### src/rtl/riscv_pkg.sv
// Shared RV32I encoding types and constants, also used by the decoder.
package riscv_pkg;

  typedef enum logic [3:0] {
    ENC_R, ENC_I, ENC_LOAD, ENC_STORE, ENC_BRANCH,
    ENC_JAL, ENC_JALR, ENC_LUI, ENC_AUIPC, ENC_LI
  } enc_op_t;

  typedef enum logic [3:0] {
    ALU_ADD, ALU_SUB, ALU_SLL, ALU_SLT, ALU_SLTU,
    ALU_XOR, ALU_SRL, ALU_SRA, ALU_OR, ALU_AND
  } alu_op_t;

  localparam logic [6:0] OPC_OP     = 7'h33;
  localparam logic [6:0] OPC_OP_IMM = 7'h13;
  localparam logic [6:0] OPC_LOAD   = 7'h03;
  localparam logic [6:0] OPC_STORE  = 7'h23;
  localparam logic [6:0] OPC_BRANCH = 7'h63;
  localparam logic [6:0] OPC_JAL    = 7'h6F;
  localparam logic [6:0] OPC_JALR   = 7'h67;
  localparam logic [6:0] OPC_LUI    = 7'h37;
  localparam logic [6:0] OPC_AUIPC  = 7'h17;

  localparam logic [2:0] F3_ADD_SUB = 3'd0;
  localparam logic [2:0] F3_SLL     = 3'd1;
  localparam logic [2:0] F3_SLT     = 3'd2;
  localparam logic [2:0] F3_SLTU    = 3'd3;
  localparam logic [2:0] F3_XOR     = 3'd4;
  localparam logic [2:0] F3_SRL_SRA = 3'd5;
  localparam logic [2:0] F3_OR      = 3'd6;
  localparam logic [2:0] F3_AND     = 3'd7;
  localparam logic [2:0] F3_BEQ     = 3'd0;
  localparam logic [2:0] F3_BNE     = 3'd1;
  localparam logic [2:0] F3_BLT     = 3'd4;
  localparam logic [2:0] F3_BGE     = 3'd5;
  localparam logic [2:0] F3_BLTU    = 3'd6;
  localparam logic [2:0] F3_BGEU    = 3'd7;
  localparam logic [2:0] F3_JALR    = 3'd0;

  function automatic logic [2:0] alu_funct3(input alu_op_t op);
    case (op)
      ALU_ADD, ALU_SUB: alu_funct3 = F3_ADD_SUB;
      ALU_SLL:          alu_funct3 = F3_SLL;
      ALU_SLT:          alu_funct3 = F3_SLT;
      ALU_SLTU:         alu_funct3 = F3_SLTU;
      ALU_XOR:          alu_funct3 = F3_XOR;
      ALU_SRL, ALU_SRA: alu_funct3 = F3_SRL_SRA;
      ALU_OR:           alu_funct3 = F3_OR;
      default:          alu_funct3 = F3_AND;
    endcase
  endfunction

  // funct7[5] selects the alternate form
  function automatic logic alu_alt(input alu_op_t op);
    alu_alt = (op == ALU_SUB) || (op == ALU_SRA);
  endfunction

  function automatic logic alu_is_shift(input alu_op_t op);
    alu_is_shift = (op == ALU_SLL) || (op == ALU_SRL) || (op == ALU_SRA);
  endfunction

endpackage

### src/rtl/insn_imm_pack.sv
// Immediate range check and scatter into the RV32I immediate bit positions.
// ENC_LI handling only exists when INSN_ENC_PSEUDO_EN is defined.
module insn_imm_pack
  import riscv_pkg::*;
(
  input  enc_op_t     op,
  input  logic        shift,
  input  logic [31:0] imm,
`ifdef INSN_ENC_PSEUDO_EN
  output logic        short_imm,
`endif
  output logic [31:0] field,
  output logic        range_err
);

  logic fits12, fits13, fits21;

  // a value fits N signed bits when every bit from N-1 upward agrees
  assign fits12 = (&imm[31:11]) | ~(|imm[31:11]);
  assign fits13 = (&imm[31:12]) | ~(|imm[31:12]);
  assign fits21 = (&imm[31:20]) | ~(|imm[31:20]);

`ifdef INSN_ENC_PSEUDO_EN
  // upper part rounded so that the signed low 12 bits re-add correctly
  logic [19:0] li_hi;
  assign li_hi     = imm[31:12] + {19'b0, imm[11]};
  assign short_imm = fits12;
`endif

  always_comb begin
    field     = '0;
    range_err = 1'b0;
    case (op)
      ENC_I: begin
        if (shift) begin
          field     = {7'b0, imm[4:0], 20'b0};
          range_err = |imm[31:5];
        end else begin
          field     = {imm[11:0], 20'b0};
          range_err = ~fits12;
        end
      end
      ENC_LOAD, ENC_JALR: begin
        field     = {imm[11:0], 20'b0};
        range_err = ~fits12;
      end
      ENC_STORE: begin
        field     = {imm[11:5], 13'b0, imm[4:0], 7'b0};
        range_err = ~fits12;
      end
      ENC_BRANCH: begin
        field     = {imm[12], imm[10:5], 13'b0, imm[4:1], imm[11], 7'b0};
        range_err = imm[0] | ~fits13;
      end
      ENC_JAL: begin
        field     = {imm[20], imm[10:1], imm[11], imm[19:12], 12'b0};
        range_err = imm[0] | ~fits21;
      end
      ENC_LUI, ENC_AUIPC: begin
        field = {imm[31:12], 12'b0};
      end
`ifdef INSN_ENC_PSEUDO_EN
      ENC_LI: begin
        field = fits12 ? {imm[11:0], 20'b0} : {li_hi, 12'b0};
      end
`endif
      default: range_err = 1'b1;
    endcase
  end

endmodule

### src/rtl/insn_encoder.sv
// RV32I instruction encoder with valid/ready on both sides and a registered output.
// Define INSN_ENC_PSEUDO_EN to enable the ENC_LI pseudo-op (LUI+ADDI expansion).
module insn_encoder
  import riscv_pkg::*;
#(
  parameter logic [31:0] NOP_INSN = 32'h0000_0013
) (
  input  logic        clk,
  input  logic        rst_n,
  input  logic        in_valid,
  output logic        in_ready,
  input  enc_op_t     in_op,
  input  alu_op_t     in_alu,
  input  logic [2:0]  in_funct3,
  input  logic [4:0]  in_rd,
  input  logic [4:0]  in_rs1,
  input  logic [4:0]  in_rs2,
  input  logic [31:0] in_imm,
  output logic        out_valid,
  input  logic        out_ready,
  output logic [31:0] out_insn,
  output logic        out_err
);

`ifdef INSN_ENC_PSEUDO_EN
  typedef enum logic {IDLE = 1'b0, LI_LO = 1'b1} state_t;
`else
  typedef enum logic {IDLE = 1'b0} state_t;
`endif

  state_t      state, state_next;
  logic        accept;
  logic [31:0] imm_field;
  logic        range_err;
  logic [31:0] word;
  logic        err;
  logic [2:0]  f3_alu;

  assign f3_alu   = alu_funct3(in_alu);
  assign in_ready = rst_n && (!out_valid || out_ready) && (state == IDLE);
  assign accept   = in_valid && in_ready;

`ifdef INSN_ENC_PSEUDO_EN
  logic        short_imm;
  logic        two_word;
  logic [31:0] lo_word;
  logic [31:0] lo_insn_p1;
`endif

  insn_imm_pack u_imm_pack (
    .op        (in_op),
    .shift     (alu_is_shift(in_alu)),
    .imm       (in_imm),
`ifdef INSN_ENC_PSEUDO_EN
    .short_imm (short_imm),
`endif
    .field     (imm_field),
    .range_err (range_err)
  );

  always_comb begin
    word = '0;
    err  = 1'b0;
`ifdef INSN_ENC_PSEUDO_EN
    two_word = 1'b0;
    lo_word  = {in_imm[11:0], in_rd, 3'b000, in_rd, OPC_OP_IMM};
`endif
    case (in_op)
      ENC_R: word = {1'b0, alu_alt(in_alu), 5'b0, in_rs2, in_rs1, f3_alu, in_rd, OPC_OP};
      ENC_I: begin
        word = imm_field | {1'b0, in_alu == ALU_SRA, 10'b0, in_rs1, f3_alu, in_rd, OPC_OP_IMM};
        err  = range_err || (in_alu == ALU_SUB);
      end
      ENC_LOAD: begin
        word = imm_field | {12'b0, in_rs1, in_funct3, in_rd, OPC_LOAD};
        err  = range_err;
      end
      ENC_STORE: begin
        word = imm_field | {7'b0, in_rs2, in_rs1, in_funct3, 5'b0, OPC_STORE};
        err  = range_err;
      end
      ENC_BRANCH: begin
        word = imm_field | {7'b0, in_rs2, in_rs1, in_funct3, 5'b0, OPC_BRANCH};
        // funct3 2 and 3 have no branch meaning
        err  = range_err || (in_funct3[2:1] == 2'b01);
      end
      ENC_JAL: begin
        word = imm_field | {20'b0, in_rd, OPC_JAL};
        err  = range_err;
      end
      ENC_JALR: begin
        word = imm_field | {12'b0, in_rs1, F3_JALR, in_rd, OPC_JALR};
        err  = range_err;
      end
      ENC_LUI:   word = imm_field | {20'b0, in_rd, OPC_LUI};
      ENC_AUIPC: word = imm_field | {20'b0, in_rd, OPC_AUIPC};
`ifdef INSN_ENC_PSEUDO_EN
      ENC_LI: begin
        word     = imm_field | {20'b0, in_rd, short_imm ? OPC_OP_IMM : OPC_LUI};
        two_word = !short_imm && (|in_imm[11:0]);
      end
`endif
      default: err = 1'b1;
    endcase
    if (err) word = NOP_INSN;
  end

  always_comb begin
    state_next = state;
`ifdef INSN_ENC_PSEUDO_EN
    case (state)
      IDLE:    if (accept && two_word) state_next = LI_LO;
      LI_LO:   if (out_ready) state_next = IDLE;
      default: state_next = IDLE;
    endcase
`else
    state_next = IDLE;
`endif
  end

  always_ff @(posedge clk or negedge rst_n) begin
    if (!rst_n) state <= IDLE;
    else        state <= state_next;
  end

  // output stage p1: first word on accept, pending ADDI once the LUI is taken
  always_ff @(posedge clk or negedge rst_n) begin
    if (!rst_n) begin
      out_valid <= 1'b0;
      out_err   <= 1'b0;
      out_insn  <= NOP_INSN;
    end else if (accept) begin
      out_valid <= 1'b1;
      out_insn  <= word;
      out_err   <= err;
`ifdef INSN_ENC_PSEUDO_EN
    end else if (state == LI_LO && out_ready) begin
      out_valid <= 1'b1;
      out_insn  <= lo_insn_p1;
      out_err   <= 1'b0;
`endif
    end else if (out_ready) begin
      out_valid <= 1'b0;
    end
  end

`ifdef INSN_ENC_PSEUDO_EN
  always_ff @(posedge clk) begin
    if (accept && two_word) lo_insn_p1 <= lo_word;
  end
`endif

endmodule
### config.mk
export PLATFORM = sky130hd
export DESIGN_NAME = insn_encoder
export DESIGN_NICKNAME = d
export VERILOG_FILES = /design/src/rtl/riscv_pkg.sv /design/src/rtl/insn_imm_pack.sv /design/src/rtl/insn_encoder.sv
export SDC_FILE = /design/constraint.sdc
export NUM_CORES = 1
export LEC_CHECK = 0
export CORE_MARGIN = 10
export CORE_UTILIZATION = 37
export DETAILED_ROUTE_END_ITERATION = 16
export GPL_TIMING_DRIVEN = 0
export PLACE_DENSITY = 0.73
export SLEW_MARGIN = 20
export SYNTH_ARGS = -nofsm -noshare
export SYNTH_HDL_FRONTEND = slang
export SYNTH_HIERARCHICAL = 1
export SYNTH_SLANG_ARGS = --single-unit
### constraint.sdc
create_clock -name clk -period 1.55 [get_ports clk]
set_clock_uncertainty 0.1 [all_clocks]
set_input_delay 0.2325 -clock clk [delete_from_list [all_inputs] [get_ports clk]]
set_output_delay 0.2325 -clock clk [all_outputs]
set_load 0.03 [all_outputs]
# Yosys cells after proc, flatten, opt, wreduce, memory -nomap -nowiden
# Memories as Yosys holds them, arrays and structs flattened.
# Index checks and enable logic that the tools add are counted.
# totals
register_bits	34
romBits	48
input_bits	62
output_inout_bits	35
word_cells	68
mem_count	1
# op_classes
eq_ne	13
mux	9
bitwise	19
n_reduce_logical	23
# mem_list
memory	depth	width	rd	rd_clocked_by_memory_dff	wr	line_no	rtl
(no name shown)	16	3	1	0	0	riscv_pkg.sv:41	case (op)
# op_table
cell	count
32-bit case mux with 9 select lines	1
32-bit case mux with 6 select lines	1
32-bit by 12-bit bitwise OR with 32-bit output	3
32-bit 2-to-1 mux	2
32-bit by 20-bit bitwise OR with 32-bit output	2
32-bit by 25-bit bitwise OR with 32-bit output	2
32-bit by 31-bit bitwise OR with 32-bit output	1
27-bit OR reduction	1
4-bit by 3-bit equality test with 1-bit output (second input constant)	6
21-bit AND reduction	1
21-bit OR reduction	1
20-bit AND reduction	1
20-bit OR reduction	1
4-bit by 2-bit equality test with 1-bit output (second input constant)	3
12-bit AND reduction	1
12-bit OR reduction	1
4-bit by 1-bit equality test with 1-bit output (second input constant)	2
1-bit logical OR	6
1-bit inverter	6
3-bit OR reduction	2
1-bit bitwise OR	5
1-bit case mux with 5 select lines	1
4-bit equality test (second input constant)	1
4-bit logical NOT	1
other kinds (8)	12

# Logic depth before layout (Yosys ltp)
# depth
ltp_word	9
ltp_mapped	10
ltp_nobuf	9

# By module
# The synthesis kept the hierarchy.
# by_module_without_submodules
mod	instances	cells_per_inst	area_each_um2	seq_area_each_um2
insn_encoder	1	242	2075.7	828.3
insn_imm_pack	1	120	705.7	0.0

# Least setup slack after synthesis
# No wires, ideal clock.
# synth_timing
path_kind	input -> register
from	input port in_imm[15]
to	register out_insn[4]
setup_time_ns	0.083
arrival_time_ns	2.161
slack_ns	-0.794
stages	8
n_path_buf	0
cell_sequence	or4_1 nor2_1 nand3b_1 o2111ai_1 nand4_1 nor3_1 o221ai_4 o32a_1
# synth_between
elab_chain_cells	9
# synth_lines
element	line_no	rtl
from (decl)	insn_encoder.sv:18	input logic [31:0] in_imm,
21-bit OR reduction or 20-bit OR reduction (tied branches)	insn_imm_pack.sv:19, insn_imm_pack.sv:20	
1-bit inverter (on tied branches)	insn_imm_pack.sv:19, insn_imm_pack.sv:20	
1-bit bitwise OR (on tied branches)	insn_imm_pack.sv:19, insn_imm_pack.sv:20	
1-bit inverter (on tied branches)	-	
1-bit 2-to-1 mux or 1-bit bitwise OR (tied branches)	insn_imm_pack.sv:35, insn_imm_pack.sv:53	
1-bit case mux with 5 select lines (*)	insn_imm_pack.sv:33	case (op)
via range_err	insn_encoder.sv:34	logic range_err;
1-bit logical OR (on tied branches)	insn_encoder.sv:85, insn_encoder.sv:72	
1-bit case mux with 4 select lines (*)	insn_encoder.sv:68	case (in_op)
32-bit 2-to-1 mux (*)	insn_encoder.sv:105	if (err) word = NOP_INSN;
to (signal assigned)	insn_encoder.sv:134	out_insn <= word;
to (decl)	insn_encoder.sv:21	output logic [31:0] out_insn,
# The timed path passes the listed nets; every way through them passes the cells marked *.
# A chain may end at the register's enable or synchronous reset.

# Final worst setup path
# layout_timing
from	input port in_imm[15]
to	register out_insn[28]
# The elaborated chain is that of the path after synthesis.

==> summary.md <==
| Metric | Value |
|---|---|
| Outcome | complete, but fails checks |
| Failing checks | negative hold slack, negative setup slack |
| FP Rows | 31 |
| Global-route wire length before repair | 16530 um |
| DIE WIDTH | 106.5 um |
| Proportion of layout cells with a drive suffix above 1 | about 17% |
| Congestion Overflow GR | 0 |
| Routed Wire Length | approximately 10000 um |
| Slew margin rel. | around half |
| Max stage delay cell, worst path | sky130_fd_sc_hd__or4_4 |
| Power density normalized to cell area | approximately 680 mW/mm^2 |
| Final hold slack | -217.3 ps |
| Global Route Usage Sum | between 10% and 20% |
| Reg2Reg Launch Point | out_valid |
| Number of top-level pins | 97 |
| Worst-Skew Late Latency | 280 ps |
| Vias | approximately 3.3k |
| Number of design rule violations left after detail routing | 0 |
| Post-detailed-route count of antenna-violating nets | 0 |
| Cell chosen for the clock root | sky130_fd_sc_hd__clkbuf_8 |
| Buffers & Inverters on Critical Path | 1 |
| Number of inserted filler cells in the final layout | ~700 |
| Average wire per standard cell | approximately 18 um |
| Worst-case setup margin in the final layout | -795.7 ps |
| Reg-to-Reg End | out_insn[28] |
| Initial core utilization | 38.14% |
| Net switching fraction of the power | ~36% |
| Setup Crit Path Kind | in -> reg |
| Setup Total Neg Slack | -22500 ps |
| Tightest Hold Check Type | in -> async |
| Synthesized instance count | between 300 and 400 |
| Crit path max fanout | 7 |
| Transition time at the pin with the least slew margin | between 700 and 800 ps |
| H-tree levels | 2 |
| Portion of the clock cycle consumed by the worst path in the final layout | 151.3% |
| Maxcap violations | 0 |
| Clock edge transition at the registers on the reported setup and hold paths | around 70 ps |
| DR iter-0 viols | roughly 350 |
| Final Hold Violating Endpoints | 31 |
| Required time of the critical path | approximately 1700 ps |
| Max Transition Viols Final | 0 |
| Placed wire-length estimate | roughly 8200 um |
| Pin count of the biggest net entering global routing | 36 |
| CP Data Arrival Time | roughly 2500 ps |
| Final critical delay including setup and external delays | 2346 ps |
| Antenna diode count | 0 |
| Area enclosed by the die boundary | roughly 0.011 sq mm |
| Sequential group share of total power | 36.1% |
| Crit. End Element | flop |
| Buffer depth of the longest clock path | 2 |
| Mapped cell area | roughly 0.0028 sq mm |
| Max stage delay on crit path | 540 ps |
| Number of global-route vias before repair | roughly 3.2k |
| Port Buffers | between 90 and 100 |
| Yosys warns | 6 |
| Drt via density | 5.779 |
| Setup repair after global routing missed its margin | true |
| Total setup violations reported at the end of the flow | 31 |
| Clock tree from TritonCTS | yes |
| Nets | around 540 |
| Post-Syn Area per Cell | between 7 and 8 sq um |
| Leakage power summed over all cells | around 1.8 nW |
| Comb pwr share | approximately 40% |
| Antenna violations before repair | 0 |
| Part of the power in the clock network | between 20% and 30% |
| FF-to-FF path depth | 5 |
| Final weighted congestion in routability-driven placement | a little under 1 |
| Die height | 106.5 um |
| Power Internal | 1.760 mW |
| FF-to-FF setup slack | -50 ps |
| Area growth from synthesis to layout | 47.13% |
| Core region area | about 0.0073 sq mm |
| Total clock buffers created by CTS | 5 |
| Cell family with most CP delay | compound AO/OA/AOI/OAI gates |
| Switching power summed over all nets | approximately 0.99 mW |
| Worst ir drop on vdd | 0.3409 mV |
| Number of optimization iterations in the first detailed-route pass | 5 |
| Worst-path cell chain | buf_6 > or4_4 > nor2_4 > nand3b_1 > o2111ai_1 > nand4_1 > a32oi_2 > o221ai_4 > a31oi_4 > a22o_1 |
| # clock sinks | 33 |
| Top achievable clock speed | 426.3 MHz |
| Startpoint type of the worst setup path | primary input |
how the worst max path moves through the flow:
stage	startpoint	to	slack (ps)	depth (start not counted)
CTS	in_imm[14]	out_insn[26]	-840	10
global placement	in_op[0]	out_insn[7]	-1640	10
finish	in_imm[15]	out_insn[28]	-800	10
global route	in_imm[15]	out_insn[25]	-890	10
detailed placement	in_op[0]	out_insn[7]	-1640	10
floorplan	in_imm[12]	out_insn[25]	-680	9
power by group through the flow:
stage	Sequential, mW	Clock [mW]	Combinational [mW]
finish	0.992	0.668	1.09
global route	1.01	0.721	1.17
CTS	0.994	0.678	1.06
detailed placement	1.01	0	1.12
global placement	1.01	0	1.10
floorplan	1.18	0	0.429
metal layers:
layer	GRT usage, %	routed length [um]	share of wire [%]	vias up
met5	0	0	0	-
met4	3.675	142	1.4	0
met2	28.84	4953	48	181
met3	3.986	835	8.0	18
li1	-	-	-	1577
met1	22.96	4469	43	1547
state kept, by name, summed over array words and instances (netlist names):
name       flops
out_insn      31
out_err        1
out_valid      1
stage by stage:
step	power, mW	instances	cell area [sq um]	utilization (%)	setup WS (ps)
after floorplan	1.612	364	2798	-	-679.3
after global placement	2.111	559	3882	53.53	-1638
after detailed placement	2.132	559	3877	53.46	-1645
after CTS	2.737	572	4011	55.30	-840.1
after global routing	2.901	575	4070	56.12	-890.2
final	2.750	575	4070	56.12	-795.7
repair_timing:
item                                    in CTS  in global routing
endpoints found under the setup margin      66                 33
gates resized for setup                    120                 27
buffers inserted                             5                  3
hold endpoints to repair                    31                 31
pin swaps                                   16                 14
layout by cell type (no fill, tap or decap), drive strengths merged, types with 2 or more instances in the layout:
cell type / n
o21ai: 46
dlygate4sd2: 40
nand2: 39
buf: 38
clkdlybuf4s50: 33
dfrtp: 31
a21oi: 28
a22oi: 24
clkbuf: 24
nor2: 19
a22o: 11
nand3: 10
and2: 9
nor3: 9
inv: 8
o22ai: 8
a32oi: 8
nand2b: 7
o22a: 7
nor2b: 7
clkdlybuf4s15: 7
nand4: 6
or2: 6
conb: 5
nor4: 4
a31oi: 4
or3: 3
a21o: 3
dlymetal6s2s: 3
and3: 2
dfstp: 2
mux2i: 2
or4: 2
nor3b: 2
nor4b: 2
a211oi: 2
final cells by class:
cell class                 count  area (sq um)  area share (%)
clock buffer                   8         90.09           2.213
multi-input combinational    289          1833           45.04
inverter                       9         33.78          0.8300
tap                           99         123.9           3.043
buffer                        33         211.5           5.195
timing repair buffer         104         949.7           23.33
sequential                    33         828.3           20.35
Note: power is estimated with default switching activity, not from simulation.
